--- src/rtl/gray_pulse_gen.sv ---
// Gray-count decoder driving phase-locked pulse bursts timed in counter steps.
// Optional non-Gray step checker enabled by defining STEP_CHECK_EN.
`timescale 1ns/1ps
module gray_pulse_gen #(
    parameter int N       = 4,
    parameter int BURST_W = 8
) (
    input  logic               clk,
    input  logic               rst,
    input  logic [N-1:0]       gray_in,
    input  logic               start,
    input  logic               stop,
    input  logic [N-1:0]       phase,
    input  logic [N-1:0]       width,
    input  logic [BURST_W-1:0] burst,
    output logic               pulse_out,
    output logic               busy,
    output logic               done,
    output logic [N-1:0]       bin_out,
    output logic               step_err
);

    typedef enum logic [1:0] {IDLE, ARM, HIGH} state_t;

    state_t             state;
    logic [N-1:0]       gray_q;
    logic [N-1:0]       bin_dec;
    logic               step_stb;
    logic [N-1:0]       phase_r;
    logic [N-1:0]       width_r;
    logic [N-1:0]       step_cnt;
    logic [BURST_W-1:0] burst_r;
    logic [BURST_W-1:0] pulse_cnt;
    logic [BURST_W-1:0] pulse_cnt_inc;

    // Binary bit i is the XOR of all Gray bits from i upward.
    always_comb begin
        bin_dec = '0;
        for (int unsigned i = 0; i < N; i++) begin
            bin_dec[i] = ^(gray_q >> i);
        end
    end

    assign pulse_cnt_inc = pulse_cnt + BURST_W'(1);

    always_ff @(posedge clk) begin
        if (rst) begin
            gray_q   <= '0;
            bin_out  <= '0;
            step_stb <= 1'b0;
        end else begin
            gray_q   <= gray_in;
            bin_out  <= bin_dec;
            step_stb <= (bin_dec != bin_out);
        end
    end

    always_ff @(posedge clk) begin
        if (rst) begin
            state     <= IDLE;
            pulse_out <= 1'b0;
            busy      <= 1'b0;
            done      <= 1'b0;
            phase_r   <= '0;
            width_r   <= '0;
            burst_r   <= '0;
            step_cnt  <= '0;
            pulse_cnt <= '0;
        end else begin
            done <= 1'b0;
            if (stop) begin
                state     <= IDLE;
                pulse_out <= 1'b0;
                busy      <= 1'b0;
            end else begin
                case (state)
                    IDLE: begin
                        if (start) begin
                            phase_r   <= phase;
                            width_r   <= (width == '0) ? N'(1) : width;
                            burst_r   <= burst;
                            pulse_cnt <= '0;
                            state     <= ARM;
                            busy      <= 1'b1;
                        end
                    end
                    ARM: begin
                        if (step_stb && (bin_out == phase_r)) begin
                            state     <= HIGH;
                            step_cnt  <= N'(1);
                            pulse_out <= 1'b1;
                        end
                    end
                    HIGH: begin
                        // step_cnt counts steps already spent high; leave once it reaches width_r
                        if (step_stb) begin
                            if (step_cnt == width_r) begin
                                pulse_cnt <= pulse_cnt_inc;
                                pulse_out <= 1'b0;
                                if ((burst_r != '0) && (pulse_cnt_inc == burst_r)) begin
                                    state <= IDLE;
                                    busy  <= 1'b0;
                                    done  <= 1'b1;
                                end else begin
                                    state <= ARM;
                                end
                            end else begin
                                step_cnt <= step_cnt + N'(1);
                            end
                        end
                    end
                    default: begin
                        state     <= IDLE;
                        pulse_out <= 1'b0;
                        busy      <= 1'b0;
                    end
                endcase
            end
        end
    end

`ifdef STEP_CHECK_EN
    logic [N-1:0] gray_prev;
    logic [N-1:0] gray_diff;
    logic         multi_bit;
    logic         err_clr;

    // More than one bit set iff clearing the lowest set bit leaves something.
    assign gray_diff = gray_q ^ gray_prev;
    assign multi_bit = ((gray_diff & (gray_diff - N'(1))) != '0);
    assign err_clr   = (state == IDLE) && start && !stop;

    always_ff @(posedge clk) begin
        if (rst) begin
            gray_prev <= '0;
            step_err  <= 1'b0;
        end else begin
            gray_prev <= gray_q;
            if (multi_bit) begin
                step_err <= 1'b1;
            end else if (err_clr) begin
                step_err <= 1'b0;
            end
        end
    end
`else
    assign step_err = 1'b0;
`endif

endmodule

--- config.mk ---
export PLATFORM = sky130hd
export DESIGN_NAME = gray_pulse_gen
export DESIGN_NICKNAME = d
export VERILOG_FILES = /design/src/rtl/gray_pulse_gen.sv
export SDC_FILE = /design/constraint.sdc
export NUM_CORES = 1
export LEC_CHECK = 0
export ABC_CLOCK_PERIOD_IN_PS = 2600
export CAP_MARGIN = 20
export CELL_PAD_IN_SITES_DETAIL_PLACEMENT = 1
export CELL_PAD_IN_SITES_GLOBAL_PLACEMENT = 1
export CORE_UTILIZATION = 40
export DETAILED_ROUTE_END_ITERATION = 8
export PLACE_DENSITY_LB_ADDON = 0.1
export SLEW_MARGIN = 20
export SYNTH_ARGS = -nofsm -noshare
export SYNTH_HDL_FRONTEND = slang
export SYNTH_SLANG_ARGS = --single-unit
--- constraint.sdc ---
create_clock -name clk -period 2.6 [get_ports clk]
set_clock_uncertainty 0.1 [all_clocks]
set_input_delay 0.39 -clock clk [delete_from_list [all_inputs] [get_ports clk]]
set_output_delay 0.39 -clock clk [all_outputs]
set_load 0.005 [all_outputs]
==> flow_summary_export.csv <==
group,metric,value,unit
layout,drive_above_1_share,9.06,%
logic_synthesis,ys_types,51,
sta,finalSetupTns,0,ns
sta,slew_violations,0,
clocking,insertion_delay,0.30,ns
critical_path,required,2.70,ns
layout,final_cells,343,
logic_synthesis,synth_top_family_by_area,"simple AND/OR/NAND/NOR gates",
layout,finish.net_count,301,
clocking,postCtsSetupRepairBufs,0,
route,drtIter0Drc,59,
logic_synthesis,yosys_warnings,0,
clocking,cts.sinks,42,
critical_path,regToRegSetupSlack,0.35,ns
clocking,cts_root_buf,"clkbuf_8",
clocking,clk_path_buf_depth,2,
layout,num_antenna_cells,0,
route,routedWlPerCell,14.7,um
critical_path,end_kind,"register",
critical_path,timing.rr.end,"done$_SDFF_PP0_",
worst_hold_path,hp-start,"phase_r[1]$_SDFFE_PP0P_",
clocking,cts_inserted_buffers,5,
floorplan,initial_core_util,42.8,%
worst_hold_path,hold_depth,2,
clocking,cts.clk_slew.worst_paths,0.08,ns
place,port-buffer-count,30,
sta,finalCritPeriodShare,86.6,%
power,leakage,0.922,nW
power,pwr_density_cell,552,nW/um2
layout,n_fill_cell,602,
floorplan,design.core.area,4880,um2
floorplan,boundaryPins,32,
critical_path,r2r-start,"pulse_cnt[0]$_SDFFE_PP0P_",
critical_path,start_kind,"register",
logic_synthesis,netlist_instances,245,
logic_synthesis,ys.flop_type,"dfxtp_1",
logic_synthesis,synth-xor-area-share,11.1,%
global_routing,grt_overflow,0,
global_routing,grt_max_degree,37,
logic_synthesis,synth_compound_area_share,17.7,%
logic_synthesis,synth_adder_area_share,1.20,%
logic_synthesis,synthSimpleGateAreaFrac,24.7,%
flow_run,max-cap-violations,0,
logic_synthesis,syn-cell-area,2090,um2
critical_path,arrival,2.36,ns
place,dp_hpwl,3620,um
global_routing,grt_pass1_vias,1878,
floorplan,fp-row-count,25,
sta,finalSetupViolations,0,
sta,period_minus_slack,2.25,ns
place,place.gp.congestion,0.775,
sta,setup_ws,0.347,ns
route,vias_per_cell,5.35,
clocking,cts_tree,"built",
logic_synthesis,avgSynthCellArea,8.53,um2
global_routing,grt_pass1_wl,8790,um
layout,utilization,52.3,%
clocking,post_cts_resized,0,
route,routed_wl,5030,um
logic_synthesis,synth_edf_count,0,
logic_synthesis,synthesis.nets,271,
place,placed_cells,335,
worst_hold_path,hold_path_class,"reg -> reg",
sta,max_freq,444,MHz
clocking,holdBufCountCts,0,
route,antenna_left,0,
critical_path,reg2reg_depth,6,
route,dr.pass1.iters,4,
logic_synthesis,synth.area.mux_share,0.479,%
route,dr_total_vias,1835,
place,place_ws,0.368,ns
power,peakVddDrop,0.298,mV
layout,multi_input_area,1160,um2
route,remaining_drc_errors,0,
logic_synthesis,synth-seq-cells,42,
layout,area_delta_synth_final,22.0,%
floorplan,die_area,5520,um2
critical_path,worstPathMaxFanout,7,
critical_path,crit_type,"reg -> reg",
logic_synthesis,synth.yosys.seq_area_share,40.2,%
global_routing,antenna_found_initial,0,
global_routing,grt_usage,21.2,%
logic_synthesis,async_flop_share,0,%
sta,rsz0062_at_grt,"false",
floorplan,fp.dieW,74.3,um
worst_hold_path,min_to,"phase_r[1]$_SDFFE_PP0P_",
layout,regArea,841,um2
sta,finalHoldViolations,0,
clocking,htree_num_levels,2,
floorplan,die-height,74.3,um
run_status,status,"finished clean",
## state kept, by name, summed over array words and instances, names as in the netlist, 2 cells and up
| name | cells |
|---|---|
| width_r | 4 |
| gray_q | 4 |
| state | 2 |
| phase_r | 4 |
| bin_out | 4 |
| step_cnt | 4 |
| burst_r | 8 |
| pulse_cnt | 8 |
## kinds of logic (layout without fill, tap and decap cells)
kind of cell / after synthesis / after routing
AND/OR/NAND/NOR: 101 / 101
buffers and inverters: 16 / 47
multiplexers: 1 / 1
XOR/XNOR: 25 / 25
AO/OA/AOI/OAI: 57 / 57
adder cells (fa/ha/maj): 2 / 2
flip-flops: 42 / 42
other: 1 / 1
## cells in the mapped netlist (3+ instances only)
master / n / area share (%)
a21oi_1: 28 / 6.7
dfxtp_1: 42 / 40
nand3_1: 10 / 2.4
nor2_1: 11 / 2.0
o21ai_0: 6 / 1.4
a311oi_1: 5 / 2.1
xnor2_1: 11 / 4.6
nand2_1: 48 / 8.6
nor4_1: 3 / 0.90
nor3_1: 4 / 0.96
clkbuf_1: 8 / 1.4
nor2b_1: 7 / 2.1
xor2_1: 13 / 5.4
## critical path, stage by stage, from the launching register on
cell       delay, ns
dfxtp_1         0.49
ha_1            0.34
xnor2_1         0.17
xnor2_1         0.09
a2111oi_0       0.36
and4_1          0.32
nor4bb_1        0.29
## layout by cell type (no fill, tap or decap), types with 2 or more instances in the layout
| cell type | Yosys | routed |
|---|---|---|
| a21oi_1 | 28 | 28 |
| a311oi_1 | 5 | 5 |
| a31o_2 | 2 | 2 |
| a41oi_1 | 2 | 2 |
| and3_1 | 2 | 2 |
| and4_1 | 2 | 2 |
| buf_4 | 1 | 7 |
| clkbuf_8 | 2 | 5 |
| clkdlybuf4s50_1 | 0 | 30 |
| clkinv_2 | 0 | 2 |
| dfxtp_1 | 42 | 42 |
| ha_1 | 2 | 2 |
| inv_1 | 2 | 2 |
| nand2_1 | 48 | 48 |
| nand3_1 | 10 | 10 |
| nand4_1 | 2 | 2 |
| nor2_1 | 11 | 11 |
| nor2b_1 | 7 | 7 |
| nor3_1 | 4 | 4 |
| nor4_1 | 3 | 3 |
| o21ai_0 | 6 | 6 |
| o31ai_1 | 2 | 2 |
| or2_2 | 2 | 2 |
| xnor2_1 | 11 | 11 |
| xor2_1 | 13 | 13 |
## per-layer routing
layer	part of all wire (%)	vias to the layer above	global-route usage, %
li1	-	923	-
met1	49	875	27.5
met2	46	32	35.6
met3	3.2	5	5.01
met4	0.97	0	5.66
met5	0	-	0
## worst max path at each step
| stage | startpoint | end | slack [ns] | cells past startpoint |
|---|---|---|---|---|
| after floorplan | step_cnt[2]$_SDFFE_PP0P_ | pulse_cnt[6]$_SDFFE_PP0P_ | 0.67 | 5 |
| after global placement | pulse_cnt[0]$_SDFFE_PP0P_ | done$_SDFF_PP0_ | 0.34 | 6 |
| after detailed placement | pulse_cnt[0]$_SDFFE_PP0P_ | done$_SDFF_PP0_ | 0.37 | 6 |
| after CTS | pulse_cnt[0]$_SDFFE_PP0P_ | done$_SDFF_PP0_ | 0.33 | 6 |
| after global routing | pulse_cnt[0]$_SDFFE_PP0P_ | done$_SDFF_PP0_ | 0.12 | 6 |
| final | pulse_cnt[0]$_SDFFE_PP0P_ | done$_SDFF_PP0_ | 0.35 | 6 |
## per-stage QoR
step                      total power [mW]  hold WS, ns  instance area [um2]
after floorplan                      0.820        0.345                 2090
after global placement               0.902        0.355                 2440
after detailed placement             0.907        0.361                 2440
after CTS                             1.42        0.373                 2550
after global routing                  1.47        0.405                 2550
final                                 1.41        0.373                 2550
## area by class of cell
class,instances,share of cell area [%]
multi-input cells,187,45.3
flip-flops and latches,42,33.0
repair buffers,37,13.8
well taps,67,3.29
clock buffers,5,2.70
clock inverters,3,1.57
inverters,2,0.294
## power breakdown
part,internal [mW],switching [mW]
Combinational,0.105,0.0902
Clock,0.283,0.232
Sequential,0.668,0.0299
Note: power is estimated with default switching activity, not from simulation.
